[src/rtl/robertson_seq_cu_pkg.sv]
// -----------------------------------------------------------------------------
// robertson_pkg
// Shared definitions for the Robertson multiplier control unit:
//   - rcu_state_t : FSM state encoding
//   - C_*         : bit positions of the micro-operation control word
//   - CW          : control-word width
// Optional feature macro used elsewhere in this slice: ROBERTSON_CU_ABORT_EN
// -----------------------------------------------------------------------------
package robertson_pkg;

  localparam int CW = 8;

  localparam int C_LD_AQ = 0;  // clear A and F, load Q
  localparam int C_LD_M  = 1;  // load M
  localparam int C_ADD   = 2;  // A <= A + M
  localparam int C_SUB   = 3;  // A <= A - M
  localparam int C_SHR   = 4;  // arithmetic shift right of F.A.Q
  localparam int C_CNT   = 5;  // iteration-count pulse
  localparam int C_OUT_A = 6;  // drive A to the output bus
  localparam int C_OUT_Q = 7;  // drive Q to the output bus

  typedef enum logic [2:0] {
    S_IDLE  = 3'd0,
    S_LD_AQ = 3'd1,
    S_LD_M  = 3'd2,
    S_TEST  = 3'd3,
    S_SHIFT = 3'd4,
    S_OUT_A = 3'd5,
    S_OUT_Q = 3'd6,
    S_DONE  = 3'd7
  } rcu_state_t;

endpackage

[src/rtl/robertson_seq_cu_if.sv]
// -----------------------------------------------------------------------------
// robertson_seq_cu_if
// Handshake and control bundle between the control unit and its environment.
//   start : request a multiplication (to CU)
//   q0    : current LSB of Q from the datapath (to CU)
//   abort : cancel the running operation (to CU, only with ROBERTSON_CU_ABORT_EN)
//   c     : control word, one bit per datapath micro-operation (from CU)
//   busy  : operation in progress (from CU)
//   stop  : one-cycle completion pulse (from CU)
// Modports: master = requester/datapath side, slave = control unit.
// -----------------------------------------------------------------------------
interface robertson_seq_cu_if;
  import robertson_pkg::*;

  logic          start;
  logic          q0;
  logic [CW-1:0] c;
  logic          busy;
  logic          stop;

`ifdef ROBERTSON_CU_ABORT_EN
  logic          abort;

  modport master (output start, output q0, output abort,
                  input  c, input busy, input stop);
  modport slave  (input  start, input q0, input abort,
                  output c, output busy, output stop);
`else
  modport master (output start, output q0,
                  input  c, input busy, input stop);
  modport slave  (input  start, input q0,
                  output c, output busy, output stop);
`endif

endinterface

[src/rtl/robertson_seq_cu_bit_counter.sv]
// -----------------------------------------------------------------------------
// robertson_bit_counter
// Iteration counter for the Robertson control unit.
//   clk   : clock, rising edge
//   rst_n : synchronous active-low reset
//   clr   : clear the count to zero
//   inc   : advance the count (saturates at N-1)
//   last  : high while the count equals N-1 (final iteration)
// -----------------------------------------------------------------------------
module robertson_bit_counter #(
  parameter int N = 8
) (
  input  logic clk,
  input  logic rst_n,
  input  logic clr,
  input  logic inc,
  output logic last
);

  localparam int           W      = (N <= 2) ? 1 : $clog2(N);
  localparam logic [W-1:0] LAST_V = W'(N - 1);

  logic [W-1:0] cnt_q;
  logic [W-1:0] cnt_d;

  // Next count: clear wins over increment; hold once the final iteration is reached
  always_comb begin
    cnt_d = cnt_q;
    if (clr) begin
      cnt_d = '0;
    end else if (inc && !last) begin
      cnt_d = cnt_q + W'(1);
    end else begin
      cnt_d = cnt_q;
    end
  end

  // Count register with synchronous reset
  always_ff @(posedge clk) begin
    if (!rst_n) begin
      cnt_q <= '0;
    end else begin
      cnt_q <= cnt_d;
    end
  end

  assign last = (cnt_q == LAST_V);

endmodule

[src/rtl/robertson_seq_cu.sv]
// -----------------------------------------------------------------------------
// robertson_seq_cu
// Control unit for a Robertson shift-and-add multiplier of width N.
// Parameters:
//   N      : operand width (>= 2)
//   SIGNED : 1 = final step subtracts (two's complement), 0 = final step adds
// Ports:
//   clk   : clock, rising edge
//   rst_n : synchronous active-low reset
//   bus   : robertson_seq_cu_if.slave (start, q0, [abort], c, busy, stop)
// Optional feature: define ROBERTSON_CU_ABORT_EN to add the abort input,
// which returns any non-idle operation to IDLE without a stop pulse.
// -----------------------------------------------------------------------------
module robertson_seq_cu
  import robertson_pkg::*;
#(
  parameter int N      = 8,
  parameter bit SIGNED = 1'b1
) (
  input  logic                 clk,
  input  logic                 rst_n,
  robertson_seq_cu_if.slave    bus
);

  rcu_state_t    state_q;
  rcu_state_t    state_d;
  rcu_state_t    fsm_next_s;
  logic [CW-1:0] c_s;
  logic          busy_s;
  logic          stop_s;
  logic          cnt_clr_s;
  logic          cnt_inc_s;
  logic          last_s;
  logic          abort_hit_s;

  robertson_bit_counter #(.N(N)) u_cnt (
    .clk   (clk),
    .rst_n (rst_n),
    .clr   (cnt_clr_s),
    .inc   (cnt_inc_s),
    .last  (last_s)
  );

`ifdef ROBERTSON_CU_ABORT_EN
  assign abort_hit_s = bus.abort && (state_q != S_IDLE);
`else
  assign abort_hit_s = 1'b0;
`endif

  // State register with synchronous reset
  always_ff @(posedge clk) begin
    if (!rst_n) begin
      state_q <= S_IDLE;
    end else begin
      state_q <= state_d;
    end
  end

  // Next-state and control decode; only q0 in TEST reaches the outputs combinationally
  always_comb begin
    fsm_next_s = state_q;
    c_s        = {CW{1'b0}};
    busy_s     = 1'b0;
    stop_s     = 1'b0;
    cnt_clr_s  = 1'b0;
    cnt_inc_s  = 1'b0;
    case (state_q)
      S_IDLE: begin
        if (bus.start) begin
          fsm_next_s = S_LD_AQ;
        end else begin
          fsm_next_s = S_IDLE;
        end
      end
      S_LD_AQ: begin
        c_s[C_LD_AQ] = 1'b1;
        busy_s       = 1'b1;
        cnt_clr_s    = 1'b1;
        fsm_next_s   = S_LD_M;
      end
      S_LD_M: begin
        c_s[C_LD_M] = 1'b1;
        busy_s      = 1'b1;
        fsm_next_s  = S_TEST;
      end
      S_TEST: begin
        busy_s     = 1'b1;
        fsm_next_s = S_SHIFT;
        // The last partial product carries the sign weight in signed mode
        if (bus.q0 && last_s && SIGNED) begin
          c_s[C_SUB] = 1'b1;
        end else if (bus.q0) begin
          c_s[C_ADD] = 1'b1;
        end else begin
          c_s = {CW{1'b0}};
        end
      end
      S_SHIFT: begin
        c_s[C_SHR] = 1'b1;
        c_s[C_CNT] = 1'b1;
        busy_s     = 1'b1;
        cnt_inc_s  = 1'b1;
        if (last_s) begin
          fsm_next_s = S_OUT_A;
        end else begin
          fsm_next_s = S_TEST;
        end
      end
      S_OUT_A: begin
        c_s[C_OUT_A] = 1'b1;
        busy_s       = 1'b1;
        fsm_next_s   = S_OUT_Q;
      end
      S_OUT_Q: begin
        c_s[C_OUT_Q] = 1'b1;
        busy_s       = 1'b1;
        fsm_next_s   = S_DONE;
      end
      S_DONE: begin
        stop_s     = 1'b1;
        fsm_next_s = S_IDLE;
      end
      default: begin
        fsm_next_s = S_IDLE;
      end
    endcase
    state_d = abort_hit_s ? S_IDLE : fsm_next_s;
  end

  assign bus.c    = c_s;
  assign bus.busy = busy_s;
  assign bus.stop = stop_s;

endmodule

[src/flat_wrapper.sv]
// flat-port wrapper written by rule: the top's interface ports become plain ports
module robertson_seq_cu_flat import robertson_pkg::*;
#(
  parameter int N      = 8,
  parameter bit SIGNED = 1'b1
)
  (clk, rst_n, bus_start, bus_q0, bus_c, bus_busy, bus_stop);
  robertson_seq_cu_if bus_i ();
  input  logic clk;
  input  logic rst_n;
  input wire logic [$bits(bus_i.start)-1:0] bus_start;
  input wire logic [$bits(bus_i.q0)-1:0] bus_q0;
  output wire logic [$bits(bus_i.c)-1:0] bus_c;
  output wire logic [$bits(bus_i.busy)-1:0] bus_busy;
  output wire logic [$bits(bus_i.stop)-1:0] bus_stop;
  assign bus_i.start = bus_start;
  assign bus_i.q0 = bus_q0;
  assign bus_c = bus_i.c;
  assign bus_busy = bus_i.busy;
  assign bus_stop = bus_i.stop;
  robertson_seq_cu #(.N(N), .SIGNED(SIGNED)) u_core (.clk(clk), .rst_n(rst_n), .bus(bus_i));
endmodule
[config.mk]
export PLATFORM = sky130hd
export DESIGN_NAME = robertson_seq_cu_flat
export DESIGN_NICKNAME = d
export VERILOG_FILES = /design/src/rtl/robertson_seq_cu_pkg.sv /design/src/rtl/robertson_seq_cu_if.sv /design/src/rtl/robertson_seq_cu_bit_counter.sv /design/src/rtl/robertson_seq_cu.sv /design/src/flat_wrapper.sv
export SDC_FILE = /design/constraint.sdc
export NUM_CORES = 1
export LEC_CHECK = 0
export BUFFER_PORTS_ARGS = -buffer_cell sky130_fd_sc_hd__buf_2
export CAP_MARGIN = 15
export CORE_UTILIZATION = 23
export CTS_BUF_LIST = sky130_fd_sc_hd__clkbuf_8 sky130_fd_sc_hd__clkbuf_16
export CTS_CLUSTER_SIZE = 16
export DETAILED_ROUTE_END_ITERATION = 8
export SYNTH_ARGS = -nofsm -noshare
export SYNTH_HDL_FRONTEND = slang
export SYNTH_HIERARCHICAL = 1
export SYNTH_SLANG_ARGS = --single-unit
[constraint.sdc]
create_clock -name clk -period 2.2 [get_ports clk]
set_input_delay 0.22 -clock clk [delete_from_list [all_inputs] [get_ports clk]]
set_output_delay 0.22 -clock clk [all_outputs]
set_load 0.005 [all_outputs]
* After elaboration in Yosys (flattened, before gate mapping)
Cells that the tools add are included.
Word-level totals: bits in registers 6, input bits 4
Cells by class: multiplexer cells 16, eq/ne operators 8, bitwise gates (word level) 1, reductions and logical operators 6, $add $sub $neg 1
Operator list (count):
- 3-bit case mux with 8 select lines | 1
- 3-bit equality test (second input constant) | 5
- 1-bit 2-to-1 mux | 9
- 3-bit by 2-bit equality test with 1-bit output (second input constant) | 2
- 3-bit 2-to-1 mux | 2
- 6-bit OR reduction | 1
- 2-bit 2-to-1 mux | 2
- 1-bit case mux with 2 select lines | 2
- 3-bit by 1-bit adder with 3-bit output (second input constant) | 1
- 3-bit by 1-bit equality test with 1-bit output (second input constant) | 1
- 3-bit logical NOT | 1
- 1-bit logical AND | 2
- 2-bit OR reduction | 1
- 1-bit logical NOT | 1
- 1-bit NOT | 1

* Longest topological paths before layout
Gate-level depths: netlist of the first run.
word-level depth 4, mapped depth 5

* Cells and area by module
The synthesis of the first run kept the hierarchy.
By module, submodules not included:
- robertson_seq_cu | cells each 30, area each 239.0 um^2, sequential area each 60.1 um^2, instances 1
- robertson_bit_counter | cells each 13, area each 145.1 um^2, sequential area each 60.1 um^2, instances 1

* Worst setup path after synthesis of the first run
Ideal clock, no wire load.
path type register to register, from reg u_core.state_q[0], to reg u_core.u_cnt.cnt_q[1], clock period less this slack 1.308 ns, slack 0.892 ns, library setup time 0.114 ns, stages on the path, launching flop included 6, arrival time 1.193 ns, buffers on the path 1, cells stage by stage dfxtp_1 -> buf_4 -> nor3b_1 -> nor2b_4 -> mux2i_1 -> nor2_1
Between the ends: cells in the longest elaborated chain, start to end 3, elaborated cells between the ends (all ways) 6
Ends and longest elaborated chain:
- from (decl) | RTL line robertson_seq_cu.sv:25 | rcu_state_t state_q;
- from (signal assigned) | RTL line robertson_seq_cu.sv:55 | state_q <= state_d;
- 3-bit equality test | RTL line robertson_seq_cu.sv:67 | case (state_q)
- 1-bit 2-to-1 mux | RTL line robertson_seq_cu.sv:67
- net u_core.cnt_inc_s | RTL line robertson_seq_cu.sv:32 | logic cnt_inc_s;
- 1-bit logical AND | RTL line robertson_seq_cu_bit_counter.sv:31 | end else if (inc && !last) begin
- to (signal assigned) | RTL line robertson_seq_cu_bit_counter.sv:43 | cnt_q <= cnt_d;
- to (decl) | RTL line robertson_seq_cu_bit_counter.sv:23 | logic [W-1:0] cnt_q;
The timed path passes the listed nets, and every way through them passes these cells. A chain may end at the register's enable or synchronous reset.

* Final worst setup path of the first run
from reg u_core.u_cnt.cnt_q[0], to out bus_c[3]
Between the ends: cells in the longest elaborated chain, start to end 4
Ends and longest elaborated chain:
- 3-bit equality test | RTL line robertson_seq_cu_bit_counter.sv:47 | assign last = (cnt_q == LAST_V);
- net u_core.last_s | RTL line robertson_seq_cu.sv:33 | logic last_s;
- 1-bit logical AND | RTL line robertson_seq_cu.sv:90 | if (bus.q0 && last_s && SIGNED) begin
- 1-bit 2-to-1 mux | RTL line robertson_seq_cu.sv:90
- 2-bit 2-to-1 mux | RTL line robertson_seq_cu.sv:67
- to (decl) | RTL line flat_wrapper.sv:13 | output wire logic [$bits(bus_i.c)-1:0] bus_c;
The timed path passes the listed nets, and every way through them passes these cells.

==> impl_results.md, run 1 <==
* Vias in the first global route at 295
* Netlist cell types at 21
* Most frequent cell on the critical path: sky130_fd_sc_hd__ha_1
* Hold violation count in the final report at 0
* Post-synthesis instance area at 384 µm²
* Tcrit/Tclk final at 0.664
* Ratio of cells with drive above 1 in the final layout at 0.358
* Root Driver: sky130_fd_sc_hd__clkbuf_8
* Sinks on the clock net at 6
* Power per Cell Area at about 690 nW/µm²
* #FFs+latches synth at 6
* Maximum clock frequency at just under 0.7 GHz
* Maximum number of pins on one net before global-route repair at 14
* Leak at 0.000217 µW
* Hold Crit Class: in -> reg
* Worst endpoint data arrival time at 1.24 ns
* ANT cells at 0
* Chip Width at approximately 43 µm
* Routed wire per std cell at roughly 9.4 µm
* Total DRC errors in the routed layout at 0
* Count of nets left with antenna violations after detail routing at 0
* Critical path's largest stage delay at 0.34 ns
* Number of rows in the core area at 14
* Share of synthesized area occupied by flip-flops and latches at 0.313
* RD Place Congestion at about 0.66
* Clock Skew at 0.00552 ns
* CTS H-tree lvls at 1
* Setup repair after global routing missed its margin: false
* Port Buffer Count at 13
* Avg Vias per Cell at 4.62
* Ordered cell list for the critical path: ha_1 -> ha_1 -> inv_1 -> nor2_1 -> buf_2
* Cells resized by post-CTS repair at 0
* Critical path peak fanout at 5
* Number of iterations in the first detailed-routing pass at 3
* Max Slew Vio Count at 0
* Global route total overflow at 0
* 1st-iter DRT viols at 1
* Nets at around 60
* Max VDD drop at 0.187 mV
* Yosys top cell area share at 0.313
* Routed via count at 319
* Mean cell area of the mapped netlist at ~8.9 µm²
* DPL Wire Length at between 500 and 600 µm
* Clock-pin slew on the worst setup and hold paths at roughly 0.04 ns
* Wire length on met1 at around 300 µm
* Met2 routed WL at about 300 µm
* WL final at between 600 and 700 µm
* Actual slew at the worst max-slew pin at roughly 0.34 ns
* Count of boundary I/O pins at 14
* Cts hold-fix bufs at 0
* Critical path data required time at about 2 ns
* Ranking of synthesized cells by area: sky130_fd_sc_hd__dfxtp_1 31%, sky130_fd_sc_hd__buf_4 9.8%, sky130_fd_sc_hd__nor3b_1 7.8%, sky130_fd_sc_hd__ha_1 6.5%, sky130_fd_sc_hd__nor2_1 5.9%
* GRT Total Usage at 0.0857
* Library cell contributing the largest single delay on the critical path: sky130_fd_sc_hd__dfxtp_1
* Initial antenna violation count at 0
* Synthesized netlist net count at 49
* Outcome: finished, final reports clean
* Type of element capturing the critical path: primary output
* P&R area growth vs syn at 20.2%
* Post-CTS setup repair buffer count at 0
* Num CTS Buffers at 3
* Worst slew margin at 0.773
* Sum of negative setup slack at 0 ns
* Top routing layer in use: met4
* Crit path time final at approximately 1.5 ns
* Post-Place Cell Area at 420 µm²
* Clock latency reported for the late side of the worst-skew pair at around 0.22 ns
* TritonCTS clock tree: yes
* First-pass GRT wire length at about 1.1 mm
* Summed area of non-filler cells in the final layout at about 460 µm²
* Vertical die dimension at roughly 43 µm
* Maximum clock path buffer count at 2
* Classification of the worst setup path: reg -> out
* Starting density of the core at 0.249
* Area enclosed by the die boundary at 1840 µm²
* Finish-stage setup viols at 0
* Max-cap violations at 0
* Core area at between 1500 and 2000 µm²
* Synth warn at 6
* Routed length on met3 at ~26 µm
* Count of mapped cells out of synthesis at between 40 and 50
* Top cell type by total area after synthesis: sky130_fd_sc_hd__dfxtp_1
* Nature of the critical path startpoint: register
-- worst paths after layout --
| path | from | to | slack, ns | depth (start not counted) |
|---|---|---|---|---|
| setup / recovery | u_core/u_cnt/cnt_q[0]$_SDFFE_PP0P_ | bus_c[3] | 0.74 | 5 |
| hold / removal | rst_n | u_core/state_q[0]$_SDFF_PN0_ | 0.29 | 2 |
| setup reg to reg | u_core/state_q[2]$_SDFF_PN0_ | u_core/u_cnt/cnt_q[2]$_SDFFE_PP0P_ | 0.75 | 4 |
| hold reg to reg | u_core/u_cnt/cnt_q[1]$_SDFFE_PP0P_ | u_core/u_cnt/cnt_q[1]$_SDFFE_PP0P_ | 0.50 | 2 |
-- power breakdown --
part	internal [µW]	total, µW	switching, µW
Sequential	114	125	10.7
Clock	117	162	44.7
Combinational	18.3	32.9	14.5
-- per-layer routing --
metal | up-vias | global-route usage
li1 | 165 | -
met1 | 144 | 0.0954
met2 | 8 | 0.130
met3 | 2 | 0.0255
met4 | 0 | 0.0750
met5 | - | 0
-- flip-flops by register name (all words and copies together), names as in the netlist --
register            cells
u_core/state_q          3
u_core/u_cnt/cnt_q      3
-- cells in the final DEF (no fill, tap or decap), types with 2 or more instances in the layout --
master / netlist / final
sky130_fd_sc_hd__dfxtp_1: 6 / 6
sky130_fd_sc_hd__mux2i_1: 2 / 2
sky130_fd_sc_hd__nor3b_1: 4 / 4
sky130_fd_sc_hd__buf_2: 0 / 13
sky130_fd_sc_hd__nor3_1: 3 / 3
sky130_fd_sc_hd__and3_1: 2 / 2
sky130_fd_sc_hd__ha_1: 2 / 2
sky130_fd_sc_hd__clkbuf_8: 0 / 3
sky130_fd_sc_hd__nor2_1: 6 / 6
-- through the flow --
| step | util | hold slack [ns] | total power [µW] | setup WS, ns | std cells |
|---|---|---|---|---|---|
| after floorplan | - | 0.386 | 156 | 0.892 | 43 |
| after global placement | 0.273 | 0.483 | 160 | 0.801 | 66 |
| after detailed placement | 0.273 | 0.497 | 160 | 0.774 | 66 |
| after CTS | 0.300 | 0.291 | 327 | 0.716 | 69 |
| after global routing | 0.300 | 0.298 | 342 | 0.557 | 69 |
| final | 0.300 | 0.294 | 320 | 0.739 | 69 |
-- synthesized netlist by cell type --
cell type,instances
sky130_fd_sc_hd__a211oi_2,1
sky130_fd_sc_hd__a21boi_1,1
sky130_fd_sc_hd__and3_1,2
sky130_fd_sc_hd__buf_4,5
sky130_fd_sc_hd__buf_6,1
sky130_fd_sc_hd__dfxtp_1,6
sky130_fd_sc_hd__ha_1,2
sky130_fd_sc_hd__inv_1,1
sky130_fd_sc_hd__inv_2,1
sky130_fd_sc_hd__mux2i_1,2
sky130_fd_sc_hd__nand2b_1,1
sky130_fd_sc_hd__nand4b_1,1
sky130_fd_sc_hd__nor2_1,6
sky130_fd_sc_hd__nor2b_1,1
sky130_fd_sc_hd__nor2b_4,1
sky130_fd_sc_hd__nor3_1,3
sky130_fd_sc_hd__nor3b_1,4
sky130_fd_sc_hd__o21ai_0,1
sky130_fd_sc_hd__o21ai_1,1
sky130_fd_sc_hd__o31a_1,1
sky130_fd_sc_hd__xnor2_1,1
-- area by class of cell --
cell class / count / area, µm²
fill: 170 / 1080
multi-input combinational: 29 / 208
sequential: 6 / 120
timing repair buffer: 13 / 65.1
clock buffer: 3 / 41.3
tap: 16 / 20.0
inverter: 2 / 7.51
-- worst max-delay path: cells and delay by family, from the launching register on --
family / cells / cell delay [ns]
fa+ha+maj: 2 / 0.43
flops: 1 / 0.34
simple gates: 1 / 0.09
buf+inv: 2 / 0.18
-- cells by family after synthesis --
| family | synth area share |
|---|---|
| AO/OA/AOI/OAI | 0.101 |
| XOR/XNOR | 0.0228 |
| adder cells (fa/ha/maj) | 0.0651 |
| buffers and inverters | 0.147 |
| flip-flops | 0.313 |
| multiplexers | 0.0521 |
| AND/OR/NAND/NOR | 0.300 |
Power figures use the tool's default switching activity.
==> run 2, diff against run 1 <==
==> constraint.sdc (replaced) <==
create_clock -name clk -period 1.3 [get_ports clk]
set_input_delay 0.13 -clock clk [delete_from_list [all_inputs] [get_ports clk]]
set_output_delay 0.13 -clock clk [all_outputs]
set_load 0.005 [all_outputs]
==> run 2 against run 1 <==
- wire length grew 12%
- largest power group unchanged
- design area is 24% higher
- sequential power grew 62%
- highest routed layer unchanged
==> impl_results.md, run 2 (synthesis gave the netlist of run 1 again) <==
* Outcome: finished, final reports clean
* Core area at 1540 µm²
* Most frequent standard cell in the layout excluding fill and tap cells: sky130_fd_sc_hd__buf_2
* ANT cells at 0
* Post-layout worst setup margin at 0.0218 ns
* Number of non-filler instances in the completed layout at 76
* Count of nets left with antenna violations after detail routing at 0
* Final-layout fill cell count at ~160
* CTS H-tree lvls at 1
* Met1 usage in global routing at 0.105
* Critical path peak fanout at 2
* Total DRC errors in the routed layout at 0
* Max Slew Vio Count at 0
* Actual slew at the worst max-slew pin at 0.202 ns
* Maximum clock frequency at about 0.78 GHz
* Worst endpoint data arrival time at between 1 and 1.5 ns
* Maximum clock path buffer count at 2
* Routed via count at 350
* DPL Wire Length at about 500 µm
* Number of rows in the core area at 14
* Met3 routing resource usage after global routing at 0.0255
* TritonCTS clock tree: yes
* Commonest non-fill, non-tap cells in the layout: 13 x sky130_fd_sc_hd__buf_2, 5 x sky130_fd_sc_hd__nor2_1, 4 x sky130_fd_sc_hd__buf_4
* Max VDD drop at between 0.5 and 0.6 mV
* WL final at between 700 and 800 µm
* Initial antenna violation count at 0
* Area enclosed by the die boundary at 1840 µm²
* Type of element capturing the critical path: primary output
* Tcrit/Tclk final at 0.983
* Ratio of cells with drive above 1 in the final layout at 0.600
* First-pass GRT wire length at approximately 1.3 mm
* Count of boundary I/O pins at 14
* Final Power at ~560 µW
* Worst slew margin at 0.864
* Global route total overflow at 0
* Classification of the worst setup path: reg -> out
* Sinks on the clock net at 6
* Max-cap violations at 0
* Maximum number of pins on one net before global-route repair at 12
* Post-Place Worst Slack at 0.0285 ns
* Number of cells in the design after placement at 71
* Multi-input logic area at approximately 250 µm²
* Clock latency reported for the late side of the worst-skew pair at 0.22 ns
* Sequential standard cell area at ~120 µm²
* Num CTS Buffers at 3
* Global-route met2 utilization at 0.148
* Vertical die dimension at around 43 µm
* Top Registers: u_core/state_q: 3 flops, u_core/u_cnt/cnt_q: 3 flops
* Routed wire per std cell at between 9 and 10 µm
* Setup repair after global routing missed its margin: true
* Root Driver: sky130_fd_sc_hd__clkbuf_8
* Critical path data required time at ~1.2 ns
* Vias in the first global route at 316
* Power per Cell Area at approximately 980 nW/µm²
* Port Buffer Count at 13
* Nets at between 60 and 70
* Clock Skew at ~0.0011 ns
* Crit path time final at 1.28 ns
* Gr busiest metal: met2
* Chip Width at about 43 µm
* GRT Total Usage at 0.0969
* Logic depth of the worst register-to-register path at 6
* Cell depth of the worst min-delay path at 2
* Starting density of the core at 0.249
* Finish-stage setup viols at 0
* 1st-iter DRT viols at 2
* Hold violation count in the final report at 0
* Leak at 0.000255 µW
* Clock-pin slew on the worst setup and hold paths at approximately 0.030 ns
* Avg Vias per Cell at ~4.6
* Cts hold-fix bufs at 0
* Nature of the critical path startpoint: register
* Hold Crit Class: in -> reg
* P&R area growth vs syn at 48.9%
* Number of iterations in the first detailed-routing pass at 2
* RD Place Congestion at about 0.70
run 2: cell count changes in the layout (fill, tap and decap cells not counted), sizes merged:
| cell | change |
|---|---|
| buf | +7 |
run 2: through the flow:
stage | util | instance area (µm²) | TNS (ns) | hold slack (ns)
detailed placement | 0.300 | 463 | 0 | 0.439
global route | 0.371 | 572 | -0.0889 | 0.207
finish | 0.371 | 572 | 0 | 0.203
global placement | 0.300 | 463 | 0 | 0.436
floorplan | - | 389 | 0 | 0.297
CTS | 0.358 | 552 | 0 | 0.201
run 2: what timing repair did:
item | in CTS | in global routing
pin swaps | 2 | 3
buffers inserted | 2 | 0
resized for setup | 8 | 6
setup endpoints to repair | 2 | 6
run 2: final cells by class:
class / instances / area share
inverters: 2 / 0.0131
clock buffers: 3 / 0.0722
repair buffers: 20 / 0.225
multi-input cells: 29 / 0.438
flip-flops and latches: 6 / 0.217
well taps: 16 / 0.0350
run 2: critical path, stage by stage (launching register included):
cell	delay, ns
sky130_fd_sc_hd__dfxtp_2	0.33
sky130_fd_sc_hd__ha_4	0.16
sky130_fd_sc_hd__ha_4	0.16
sky130_fd_sc_hd__buf_6	0.11
sky130_fd_sc_hd__inv_2	0.03
sky130_fd_sc_hd__nor2_1	0.02
sky130_fd_sc_hd__buf_2	0.12
run 2: metal layers:
layer / vias up / routed length (µm) / share of wire
met2: 8 / 350 / 0.48
li1: 177 / - / -
met3: 2 / 23 / 0.032
met4: 0 / 19 / 0.026
met1: 163 / 331 / 0.46
met5: - / 0 / 0
run 2: final timing paths:
path / start / endpoint / slack (ns)
worst max register to register: u_core/u_cnt/cnt_q[0]$_SDFFE_PP0P_ / u_core/u_cnt/cnt_q[1]$_SDFFE_PP0P_ / 0.03
worst min register to register: u_core/state_q[0]$_SDFF_PN0_ / u_core/state_q[0]$_SDFF_PN0_ / 0.49
worst max-delay path: u_core/u_cnt/cnt_q[0]$_SDFFE_PP0P_ / bus_c[3] / 0.02
worst min-delay path: rst_n / u_core/state_q[0]$_SDFF_PN0_ / 0.20
run 2: power breakdown:
part | leakage (µW) | internal, µW | total (µW) | switching, µW
logic | 0.000183 | 43.8 | 83.3 | 39.5
clock network | 0.0000216 | 198 | 273 | 74.7
registers | 0.0000502 | 194 | 202 | 8.30
